File: src/rtl/hd_pkg.sv
// Shared types for the pipelined accumulate tree: sum type, sideband bundle,
// and the tree depth helper.
package hd_pkg;

    localparam int SUM_W = 16;

    typedef logic signed [SUM_W-1:0] sum_t;

    typedef struct packed {
        logic valid;
        logic first;
        logic last;
        sum_t bias;
    } sb_t;

    function automatic int levels(input int n);
        return $clog2(n);
    endfunction

endpackage

File: src/rtl/N_bit_adder.sv
// Plain N-bit two's complement adder; the carry out is dropped so sums wrap.
module N_bit_adder #(
    parameter int N = 16
) (
    input  logic [N-1:0] a,
    input  logic [N-1:0] b,
    output logic [N-1:0] sum
);

    assign sum = a + b;

endmodule

File: src/rtl/adder_tree_stage.sv
// One registered level of the reduction tree: N_IN operands in, N_IN/2 out.
module adder_tree_stage #(
    parameter int N_IN = 2,
    parameter int W    = 16
) (
    input  logic                  clk,
    input  logic                  rst_n,
    input  logic                  en,
    input  logic [N_IN*W-1:0]     d_in,
    output logic [(N_IN/2)*W-1:0] d_out
);

    localparam int N_OUT = N_IN / 2;

    logic [N_OUT*W-1:0] pair_sum;
    logic [N_OUT*W-1:0] sum_d;
    logic [N_OUT*W-1:0] sum_q;

    for (genvar i = 0; i < N_OUT; i++) begin : g_pair
        N_bit_adder #(.N(W)) u_add (
            .a   (d_in[(2*i)*W +: W]),
            .b   (d_in[(2*i+1)*W +: W]),
            .sum (pair_sum[i*W +: W])
        );
    end

    always_comb begin
        sum_d = pair_sum;
    end

    always_ff @(posedge clk or negedge rst_n) begin
        if (!rst_n) begin
            sum_q <= '0;
        end else if (en) begin
            sum_q <= sum_d;
        end
    end

    assign d_out = sum_q;

endmodule

File: src/rtl/pipelined_accum_tree.sv
// Registered adder tree plus accumulate stage with first/last framing.
// Define ACCUM_TREE_SAT_EN to saturate the accumulator instead of wrapping.
module pipelined_accum_tree
    import hd_pkg::*;
#(
    parameter int INPUT_WIDTH = 8,
    parameter int DIM_WIDTH   = 16,
    parameter int FTSIZE      = 16
) (
    input  logic                          clk,
    input  logic                          reset,
    input  logic [FTSIZE*INPUT_WIDTH-1:0] inputs,
    input  logic [DIM_WIDTH-1:0]          last_in,
    input  logic                          in_valid,
    output logic                          in_ready,
    input  logic                          in_first,
    input  logic                          in_last,
    output logic [DIM_WIDTH-1:0]          out,
    output logic                          out_valid,
    input  logic                          out_ready,
    output logic                          seq_err
);

    localparam int LEVELS = levels(FTSIZE);
    localparam int DW     = DIM_WIDTH;
    localparam int IW     = INPUT_WIDTH;

    logic                  en;
    logic [FTSIZE*DW-1:0]  ext;
    logic signed [DW-1:0]  tree_sum;
    sb_t                   sb_d [LEVELS];
    sb_t                   sb_q [LEVELS];
    sb_t                   s;
    logic signed [DW-1:0]  base;
    logic signed [DW-1:0]  acc_new;
    logic signed [DW-1:0]  acc_d, acc_q;
    logic                  open_d, open_q;
    logic [DW-1:0]         out_d, out_q;
    logic                  out_valid_d, out_valid_q;
    logic                  seq_err_d, seq_err_q;

    // A held result stalls the whole pipe, so nothing can be overwritten.
    assign en       = !(out_valid_q && !out_ready);
    assign in_ready = en;

    always_comb begin
        ext = '0;
        for (int i = 0; i < FTSIZE; i++) begin
            ext[i*DW +: DW] = {{(DW-IW){inputs[i*IW+IW-1]}}, inputs[i*IW +: IW]};
        end
    end

    for (genvar k = 0; k < LEVELS; k++) begin : g_lvl
        localparam int NI = FTSIZE >> k;
        logic [NI*DW-1:0]     d_in;
        logic [(NI/2)*DW-1:0] d_out;
        if (k == 0) begin : g_first
            assign d_in = ext;
        end else begin : g_next
            assign d_in = g_lvl[k-1].d_out;
        end
        adder_tree_stage #(.N_IN(NI), .W(DW)) u_stage (
            .clk   (clk),
            .rst_n (reset),
            .en    (en),
            .d_in  (d_in),
            .d_out (d_out)
        );
    end

    assign tree_sum = g_lvl[LEVELS-1].d_out;

    always_comb begin
        sb_d[0].valid = in_valid;
        sb_d[0].first = in_first;
        sb_d[0].last  = in_last;
        sb_d[0].bias  = sum_t'(last_in);
        for (int i = 1; i < LEVELS; i++) begin
            sb_d[i] = sb_q[i-1];
        end
    end

    always_ff @(posedge clk or negedge reset) begin
        if (!reset) begin
            for (int i = 0; i < LEVELS; i++) begin
                sb_q[i] <= '0;
            end
        end else if (en) begin
            for (int i = 0; i < LEVELS; i++) begin
                sb_q[i] <= sb_d[i];
            end
        end
    end

    assign s = sb_q[LEVELS-1];

    always_comb begin
        base = s.first ? s.bias : acc_q;
`ifdef ACCUM_TREE_SAT_EN
        begin
            logic [DW:0] wide;
            wide = {base[DW-1], base} + {tree_sum[DW-1], tree_sum};
            if (wide[DW] != wide[DW-1]) begin
                acc_new = wide[DW] ? {1'b1, {(DW-1){1'b0}}}
                                   : {1'b0, {(DW-1){1'b1}}};
            end else begin
                acc_new = wide[DW-1:0];
            end
        end
`else
        acc_new = base + tree_sum;
`endif
    end

    always_comb begin
        acc_d       = acc_q;
        open_d      = open_q;
        out_d       = out_q;
        out_valid_d = out_valid_q;
        seq_err_d   = 1'b0;
        if (en) begin
            out_valid_d = s.valid && s.last;
            if (s.valid) begin
                acc_d     = acc_new;
                // Error when first meets an open vector, or a continuation finds none.
                seq_err_d = (s.first == open_q);
                open_d    = s.last ? 1'b0 : (s.first ? 1'b1 : open_q);
                if (s.last) begin
                    out_d = acc_new;
                end
            end
        end
    end

    always_ff @(posedge clk or negedge reset) begin
        if (!reset) begin
            acc_q       <= '0;
            open_q      <= 1'b0;
            out_q       <= '0;
            out_valid_q <= 1'b0;
            seq_err_q   <= 1'b0;
        end else begin
            acc_q       <= acc_d;
            open_q      <= open_d;
            out_q       <= out_d;
            out_valid_q <= out_valid_d;
            seq_err_q   <= seq_err_d;
        end
    end

    assign out       = out_q;
    assign out_valid = out_valid_q;
    assign seq_err   = seq_err_q;

endmodule

File: config.mk
export PLATFORM = sky130hd
export DESIGN_NAME = pipelined_accum_tree
export DESIGN_NICKNAME = d
export VERILOG_FILES = /design/src/rtl/hd_pkg.sv /design/src/rtl/N_bit_adder.sv /design/src/rtl/adder_tree_stage.sv /design/src/rtl/pipelined_accum_tree.sv
export SDC_FILE = /design/constraint.sdc
export NUM_CORES = 1
export LEC_CHECK = 0
export ABC_AREA = 1
export CAP_MARGIN = 25
export CORE_MARGIN = 2
export CORE_UTILIZATION = 40
export CTS_CLUSTER_DIAMETER = 100
export CTS_CLUSTER_SIZE = 40
export DETAILED_ROUTE_END_ITERATION = 12
export PLACE_DENSITY = 0.63
export SYNTH_ARGS = -nofsm -noshare
export SYNTH_HDL_FRONTEND = slang
export SYNTH_SLANG_ARGS = --single-unit
File: constraint.sdc
create_clock -name clk -period 3.2 [get_ports clk]
set_input_delay 0.96 -clock clk [delete_from_list [all_inputs] [get_ports clk]]
set_output_delay 0.96 -clock clk [all_outputs]
set_load 0.01 [all_outputs]
* Word level (Yosys, flattened, before mapping) *
Index checks and enable logic that the tools add are counted.

word-level totals
  output and inout port bits = 19
  logic and storage cells = 56
  flip-flop bits (word level) = 351

cells by class
  reduce and logical (&&, ||, !) cells = 8
  bitwise operators = 1
  mux-type cells = 5
  add/subtract/negate cells = 16
  equality and inequality tests = 1

operator list
  kind                                    count
  16-bit adder                            8
  8-bit by 8-bit adder with 9-bit output  8
  16-bit 2-to-1 mux                       1
  3-bit AND reduction                     2
  1-bit 2-to-1 mux                        4
  1-bit logical AND                       2
  1-bit zero test                         2
  2-bit AND reduction                     1
  2-bit nonzero test                      1
  1-bit equality test                     1
  1-bit NOT                               1

* Longest topological paths before layout *
Gate-level depths: netlist (run 1).

  depth after elaboration = 4
  mapped depth = 15
  mapped depth without buffers = 14

* By module *
From an unflattened synthesis (run 1), not the netlist that was laid out.

unflattened totals
  cell total of the unflattened synthesis = 4311
  area, all modules = 28481.1 µm²

modules (own cells, without submodules)
  module                                              cells each  times used  area an instance (µm²)  seq. area each (µm²)
  N_bit_adder (g_lvl[0].u_stage.g_pair[0].u_add ...)  176         7           930.9                   0.0
  N_bit_adder (g_lvl[1].u_stage.g_pair[1].u_add ...)  175         6           914.6                   0.0
  pipelined_accum_tree                                662         1           5277.6                  2777.7
  adder_tree_stage (g_lvl[0].u_stage)                 541         1           4959.8                  3203.1
  adder_tree_stage (g_lvl[1].u_stage)                 270         1           2446.1                  1601.5
  N_bit_adder (g_lvl[0].u_stage.g_pair[1].u_add ...)  176         2           928.4                   0.0
  adder_tree_stage (g_lvl[2].u_stage)                 136         1           1292.5                  800.8
  adder_tree_stage (g_lvl[3].u_stage)                 68          1           644.4                   400.4

* Least setup slack after synthesis (run 1) *
OpenSTA, ideal clock, no wires.

  path kind = input-to-output
  from = in out_ready
  to = out in_ready
  data required time = 2240 ps
  setup slack = 627 ps
  stages = 5
  buffers on the path = 3
  arrival time = 1613 ps
  cell sequence = nor2_4 buf_6 inv_2 buf_6 buf_2

on the way
  cells in the longest elaborated chain, start to end = 3

ends and longest elaborated chain
  what               RTL line                    source
  start, declared    pipelined_accum_tree.sv:20  input logic out_ready,
  1-bit zero test    pipelined_accum_tree.sv:43  assign en = !(out_valid_q && !out_ready);
  1-bit logical AND  pipelined_accum_tree.sv:43
  1-bit zero test    pipelined_accum_tree.sv:43
  end, declared      pipelined_accum_tree.sv:15  output logic in_ready,

Every way passes these cells.

* Worst setup path in the final report (run 1) *
Same ends and word-level chain as after synthesis.

==> results of run 1 <==
placed cells by master (no fill, tap or decap), drive strengths merged:
master	count
clkinv	5
a21o	3
buf	24
inv	265
ha	160
nor2	101
nand3	154
and2	6
xor2	19
or2	19
a21oi	100
clkdlybuf4s50	166
a31oi	6
nand3b	12
nand2	1156
xnor2	42
nor3	12
dfrtp	295
fa	16
o21ai	131
o21bai	8
nand4	6
o21a	2
clkbuf	16
report_power, final:
part	total [W]	internal, W	switching, W
registers	0.00655	0.00547	0.00108
logic	0.0129	0.00496	0.00795
clock network	0.00228	0.000941	0.00133
total	0.0217	0.0114	0.0104
worst max-delay path: stages:
cell and delay, ps:
clkdlybuf4s50_1 440, nor2_4 180, inv_6 50, buf_12 130
layer usage:
layer  track usage  routed length (um)  part of all wire  vias up
met5             0                   0                 0        -
met4       0.02237                 355            0.0084        0
met3       0.01759                1105             0.026       19
met2        0.3024               19770              0.47      158
met1        0.2494               20960              0.50     7278
li1              -                   -                 -     8392
path summary, 6_finish.rpt:
check                      depth (start not counted)                          to
setup / recovery                                   4                    in_ready
hold / removal                                     1                        s[1]
setup reg to reg                                  12                   acc_q[15]
hold reg to reg                                    2                    sb_d[11]
max in group asynchronous                          2  g_lvl[0].u_stage.d_out[84]
min in group clk                                   2                    sb_d[11]
area by class of cell:
class	count	area share
multi-input combinational	1953	0.4635
inverter	262	0.04576
sequential	295	0.3418
timing repair buffer	190	0.09082
clock inverter	8	0.005445
clock buffer	16	0.01755
tap	607	0.03516
sequential cells by signal, indices dropped and copies added, names as in the netlist:
register	count
g_lvl.u_stage.d_out	184
open_q	1
s	19
acc_q	16
seq_err	1
out_valid	1
sb_d	57
out	16
logic make-up (layout without fill, tap and decap cells):
logic type      Yosys count  count (layout)  share of synthesized area
flops                   295             295                     0.3946
compound gates          250             250                    0.06903
simple gates           1466            1466                     0.3135
xor+xnor                 61              61                    0.02856
fa+ha+maj               176             176                     0.1241
buf+inv                 325             476                    0.07010
metrics by stage:
stage            util  worst slack (ps)  hold slack, ps
2_1_floorplan       -             627.5           442.2
3_3_place_gp   0.4552             403.3           451.2
3_5_place_dp   0.4552             348.0           455.6
4_1_cts        0.4660             447.1           382.8
5_1_grt        0.4660             272.2           395.9
6_report       0.4660             466.9           384.6
==> impl_metrics.env, run 1 <==
export IMPL_max_freq_mhz=365.9
export IMPL_drive_above_1_share=0.02423
export IMPL_core_area_sq_mm=0.04636
export IMPL_required_ps=2240
export IMPL_num_io_pins=169
export IMPL_max_slew_margin=0.6386
export IMPL_outcome="finished clean"
export IMPL_path_clk_slew_ps=140
export IMPL_rrSetupSlack_ps=480
export IMPL_dieHeight_um=220.3
export IMPL_gp_congestion=0.8795
export IMPL_syn_area_sq_mm=0.01871
export IMPL_viasPerCell=4.757
export IMPL_dr_total_vias=15850
export IMPL_ff_latch_area_sq_mm=0.007382
export IMPL_syn_num_nets=2899
export IMPL_total_power_w=0.02174
export IMPL_die_area_sq_mm=0.04851
export IMPL_worst_ep_arrival_time_ps=1770
export IMPL_critPathCaptureType="primary output"
export IMPL_grt_first_pass_wirelength_mm=72.10
export IMPL_grt_max_degree=128
export IMPL_wl_per_cell_um=12.67
export IMPL_async_flop_share=1.000
export IMPL_wl_mm=42.20
export IMPL_cts_inserted_buffers=15
export IMPL_final_cell_area_sq_mm=0.02160
export IMPL_yosys_area_top_type="dfrtp_1"
export IMPL_min_period_over_period=0.8541
export IMPL_drtIter0Drc=843
export IMPL_worstSetupStartpoint="out_ready"
export IMPL_drc=0
export IMPL_min_period_ps=2733
export IMPL_ys_seq_area_frac=0.3946
export IMPL_ctsHoldBuffers=0
export IMPL_ys_ff_latch=295
export IMPL_synth_commonest_cells="nand2_1, dfrtp_1, inv_1"
export IMPL_numPortBuffers=168
export IMPL_syn2layout_area_growth_pct=15.48
export IMPL_post_place_cells=3307
export IMPL_tightestPinTransition_ps=542.1
export IMPL_synth_area_leaders="dfrtp_1, nand2_1, ha_1"
export IMPL_synth_top_area_share=0.3946
export IMPL_p_per_area_mw_per_mm2=1006
export IMPL_track_usage=0.1770
export IMPL_dr_pass1_iters=5
export IMPL_dp_hpwl_mm=32.22
export IMPL_clk_latency_ps=530
export IMPL_drv_cap=0
export IMPL_first_global_vias=15200
export IMPL_die_w_um=220.3
export IMPL_ir_worst_vdd_uv=397.4
export IMPL_tns_ps=0
export IMPL_yosys_warnings=0
export IMPL_num_antenna_cells=0
export IMPL_rr_startpoint="s[17]"
export IMPL_initial_utilization=0.4035
export IMPL_fp_row_count=79
export IMPL_synth_edff_count=0
export IMPL_grt_remaining_overflow=0
export IMPL_antenna_left=0
export IMPL_hold_viol_final=0
export IMPL_antenna_found_initial=0
export IMPL_crit_path_max_fanout=2
export IMPL_cp_start_kind="primary input"
export IMPL_hp_class="in -> async"
export IMPL_clockRootBuffer="clkbuf_16"
export IMPL_fin_nets=3043
export IMPL_cts_tree="built"
export IMPL_fillers=4619
export IMPL_cts_resized=0
export IMPL_synth_cell_types=31
export IMPL_fin_cells=3331
export IMPL_cts_setup_buffers=0
export IMPL_rsz0062_at_grt="no"
export IMPL_criticalPathCategory="in -> out"
export IMPL_leakage_nw=11.53
export IMPL_yosys_cell_count_top_type="nand2_1"
export IMPL_cts_buffer_depth=3
export IMPL_fin_skew_ps=50.96
export IMPL_synth_main_ff_cell="dfrtp_1"
export IMPL_syn_avg_cell_area_sq_um=7.270
export IMPL_cts_sinks=295
export IMPL_multi_input_area_sq_mm=0.01001
export IMPL_synth_cells=2573
export IMPL_htreeDepth=1
export IMPL_setup_viol=0
export IMPL_finalMaxSlewViolations=0
export IMPL_placed_area_sq_mm=0.02110
Note: power is estimated with default switching activity, not from simulation.
==> run 2: changes to the inputs <==
Settings changed: ABC_AREA 1 to not set.
==> impl_metrics.env, run 2 <==
export IMPL_finalMaxSlewViolations=0
export IMPL_grt_first_pass_wirelength_mm=63.96
export IMPL_final_cell_mix="nand2_1, dfrtp_1, clkdlybuf4s50_1, ha_1, a21oi_1"
export IMPL_dp_hpwl_mm=28.11
export IMPL_max_freq_mhz=323.7
export IMPL_cp_start_kind="primary input"
export IMPL_yosys_area_top_type="dfrtp_1"
export IMPL_cts_resized=0
export IMPL_drtIter0Drc=546
export IMPL_cts_buffer_depth=3
export IMPL_async_flop_share=1.000
export IMPL_fin_skew_ps=24.84
export IMPL_dieHeight_um=212.4
export IMPL_path_clk_slew_ps=120
export IMPL_num_antenna_cells=0
export IMPL_syn2layout_area_growth_pct=16.39
export IMPL_num_io_pins=169
export IMPL_ctsHoldBuffers=0
export IMPL_outcome="finished clean"
export IMPL_placed_area_sq_mm=0.01978
export IMPL_hold_viol_final=0
export IMPL_tightestPinTransition_ps=674.8
export IMPL_post_route_util=0.4705
export IMPL_preCtsSetupSlack_ps=82.50
export IMPL_rsz0062_at_grt="no"
export IMPL_grt_remaining_overflow=0
export IMPL_clk_latency_ps=520
export IMPL_combPwrFrac=0.592
export IMPL_ys_seq_area_frac=0.4249
export IMPL_largest_reg_flops=184
export IMPL_swShare=0.4352
export IMPL_drive_above_1_share=0.04541
export IMPL_synth_cell_types=68
export IMPL_min_period_ps=3089
export IMPL_fillers=4209
export IMPL_clockRootBuffer="clkbuf_16"
export IMPL_core_area_sq_mm=0.04298
export IMPL_synth_main_ff_cell="dfrtp_1"
export IMPL_drv_cap=0
export IMPL_numPortBuffers=168
export IMPL_syn_area_sq_mm=0.01737
export IMPL_htreeDepth=1
export IMPL_yosys_cell_count_top_type="nand2_1"
export IMPL_first_global_vias=13100
export IMPL_p_int_w=0.01224
export IMPL_seq_power_share=0.309
export IMPL_synth_top_area_share=0.4249
export IMPL_cts_setup_buffers=0
export IMPL_antenna_left=0
export IMPL_final_cell_area_sq_mm=0.02022
export IMPL_synth_area_leaders="dfrtp_1, ha_1, nand2_1"
export IMPL_cts_inserted_buffers=13
export IMPL_die_w_um=212.4
export IMPL_fin_ws_ps=110.9
export IMPL_fp_row_count=76
export IMPL_switching_power_w=0.009428
export IMPL_max_slew_margin=0.5442
export IMPL_cts_tree="built"
export IMPL_worst_ep_arrival_time_ps=2130
export IMPL_required_ps=2240
export IMPL_cts_sinks=295
export IMPL_min_period_over_period=0.9653
export IMPL_fin_nets=2346
export IMPL_synth_cells=1886
export IMPL_viasPerCell=5.087
export IMPL_die_area_sq_mm=0.04512
export IMPL_syn_avg_cell_area_sq_um=9.212
export IMPL_p_per_area_mw_per_mm2=1071
export IMPL_dr_pass1_iters=4
export IMPL_crit_path_max_fanout=2
export IMPL_hp_class="in -> async"
export IMPL_initial_utilization=0.4042
export IMPL_ys_ff_latch=295
export IMPL_drc=0
export IMPL_synth_commonest_cells="nand2_1, dfrtp_1, ha_1"
export IMPL_syn_num_nets=2212
export IMPL_synth_edff_count=0
export IMPL_mostFrequentLayoutCell="nand2_1"
export IMPL_setup_viol=0
export IMPL_leakage_nw=9.280
export IMPL_criticalPathCategory="in -> out"
export IMPL_grt_max_degree=152
export IMPL_wl_mm=37.35
export IMPL_antenna_found_initial=0
export IMPL_track_usage=0.1694
export IMPL_clock_power_share=0.098
export IMPL_gp_congestion=0.8346
export IMPL_wl_per_cell_um=14.31
export IMPL_critPathCaptureType="primary output"
export IMPL_ir_worst_vdd_uv=440.3
export IMPL_yosys_warnings=0
export IMPL_dr_total_vias=13280
export IMPL_tns_ps=0
## run 2: cell count changes after synthesis, sizes merged, moves of 41 or more
cell	change
a21o	+41
a21oi	+45
nand2	-742
inv	-210
nand3	-139
clkbuf	+44
## run 2: metal layers
| metal | track usage | vias up | part of all wire |
|---|---|---|---|
| li1 | - | 6770 | - |
| met1 | 0.2352 | 6330 | 0.48 |
| met2 | 0.2895 | 151 | 0.48 |
| met3 | 0.01669 | 31 | 0.026 |
| met4 | 0.03159 | 0 | 0.017 |
| met5 | 0 | - | 0 |
## run 2: metrics by stage
| step | instances | total power, W | hold WS, ps |
|---|---|---|---|
| final | 2611 | 0.02167 | 310.4 |
| after detailed placement | 2590 | 0.01969 | 455.7 |
| after CTS | 2611 | 0.02193 | 291.4 |
| after global placement | 2590 | 0.01938 | 449.8 |
| after global routing | 2611 | 0.02388 | 296.3 |
| after floorplan | 1886 | 0.01630 | 433.1 |
## run 2: path summary, 6_finish.rpt
check / start / endpoint / slack [ps] / depth (start not counted)
worst max-delay path: out_ready / in_ready / 110 / 4
worst min-delay path: reset / sb_d[28] / 310 / 1
min in group clk: sb_d[34] / sb_d[34] / 480 / 2
worst max register to register: s[17] / out[15] / 380 / 10
worst min register to register: sb_d[34] / sb_d[34] / 480 / 2
max in group asynchronous: reset / g_lvl[0].u_stage.d_out[49] / 2150 / 2
## run 2: cell type report
class / instances / area, sq um / share of cell area
repair buffers: 188 / 1949 / 0.09640
flip-flops and latches: 295 / 7382 / 0.3651
clock inverters: 8 / 117.6 / 0.005816
multi-input cells: 1470 / 9513 / 0.4704
well taps: 585 / 732.0 / 0.03620
clock buffers: 13 / 325.3 / 0.01609
inverters: 52 / 202.7 / 0.01002
## run 2: worst max-delay path, stage by stage
cell and delay, ps:
clkdlybuf4s50_1 440, nor2b_4 220, inv_8 40, clkdlybuf4s50_1 470
## run 2: power by group through the flow
stage / Combinational [W] / Sequential (W) / Clock (W)
after floorplan: 0.00989 / 0.00641 / 0
after global placement: 0.0126 / 0.00678 / 0
after detailed placement: 0.0129 / 0.00682 / 0
after CTS: 0.0130 / 0.00674 / 0.00224
after global routing: 0.0146 / 0.00693 / 0.00235
final: 0.0128 / 0.00670 / 0.00213
## run 2: cell families (layout without fill, tap and decap cells)
kind of cell / Yosys count / count (layout) / share of synthesized area
and+or+nand+nor: 640 / 640 / 0.1504
AOI/OAI and AO/OA: 490 / 490 / 0.1752
DFF: 295 / 295 / 0.4249
adders and majority gates: 176 / 176 / 0.1337
xor gates and xnor gates: 123 / 123 / 0.06200
buffers and inverters: 121 / 261 / 0.02801
muxes: 41 / 41 / 0.02585
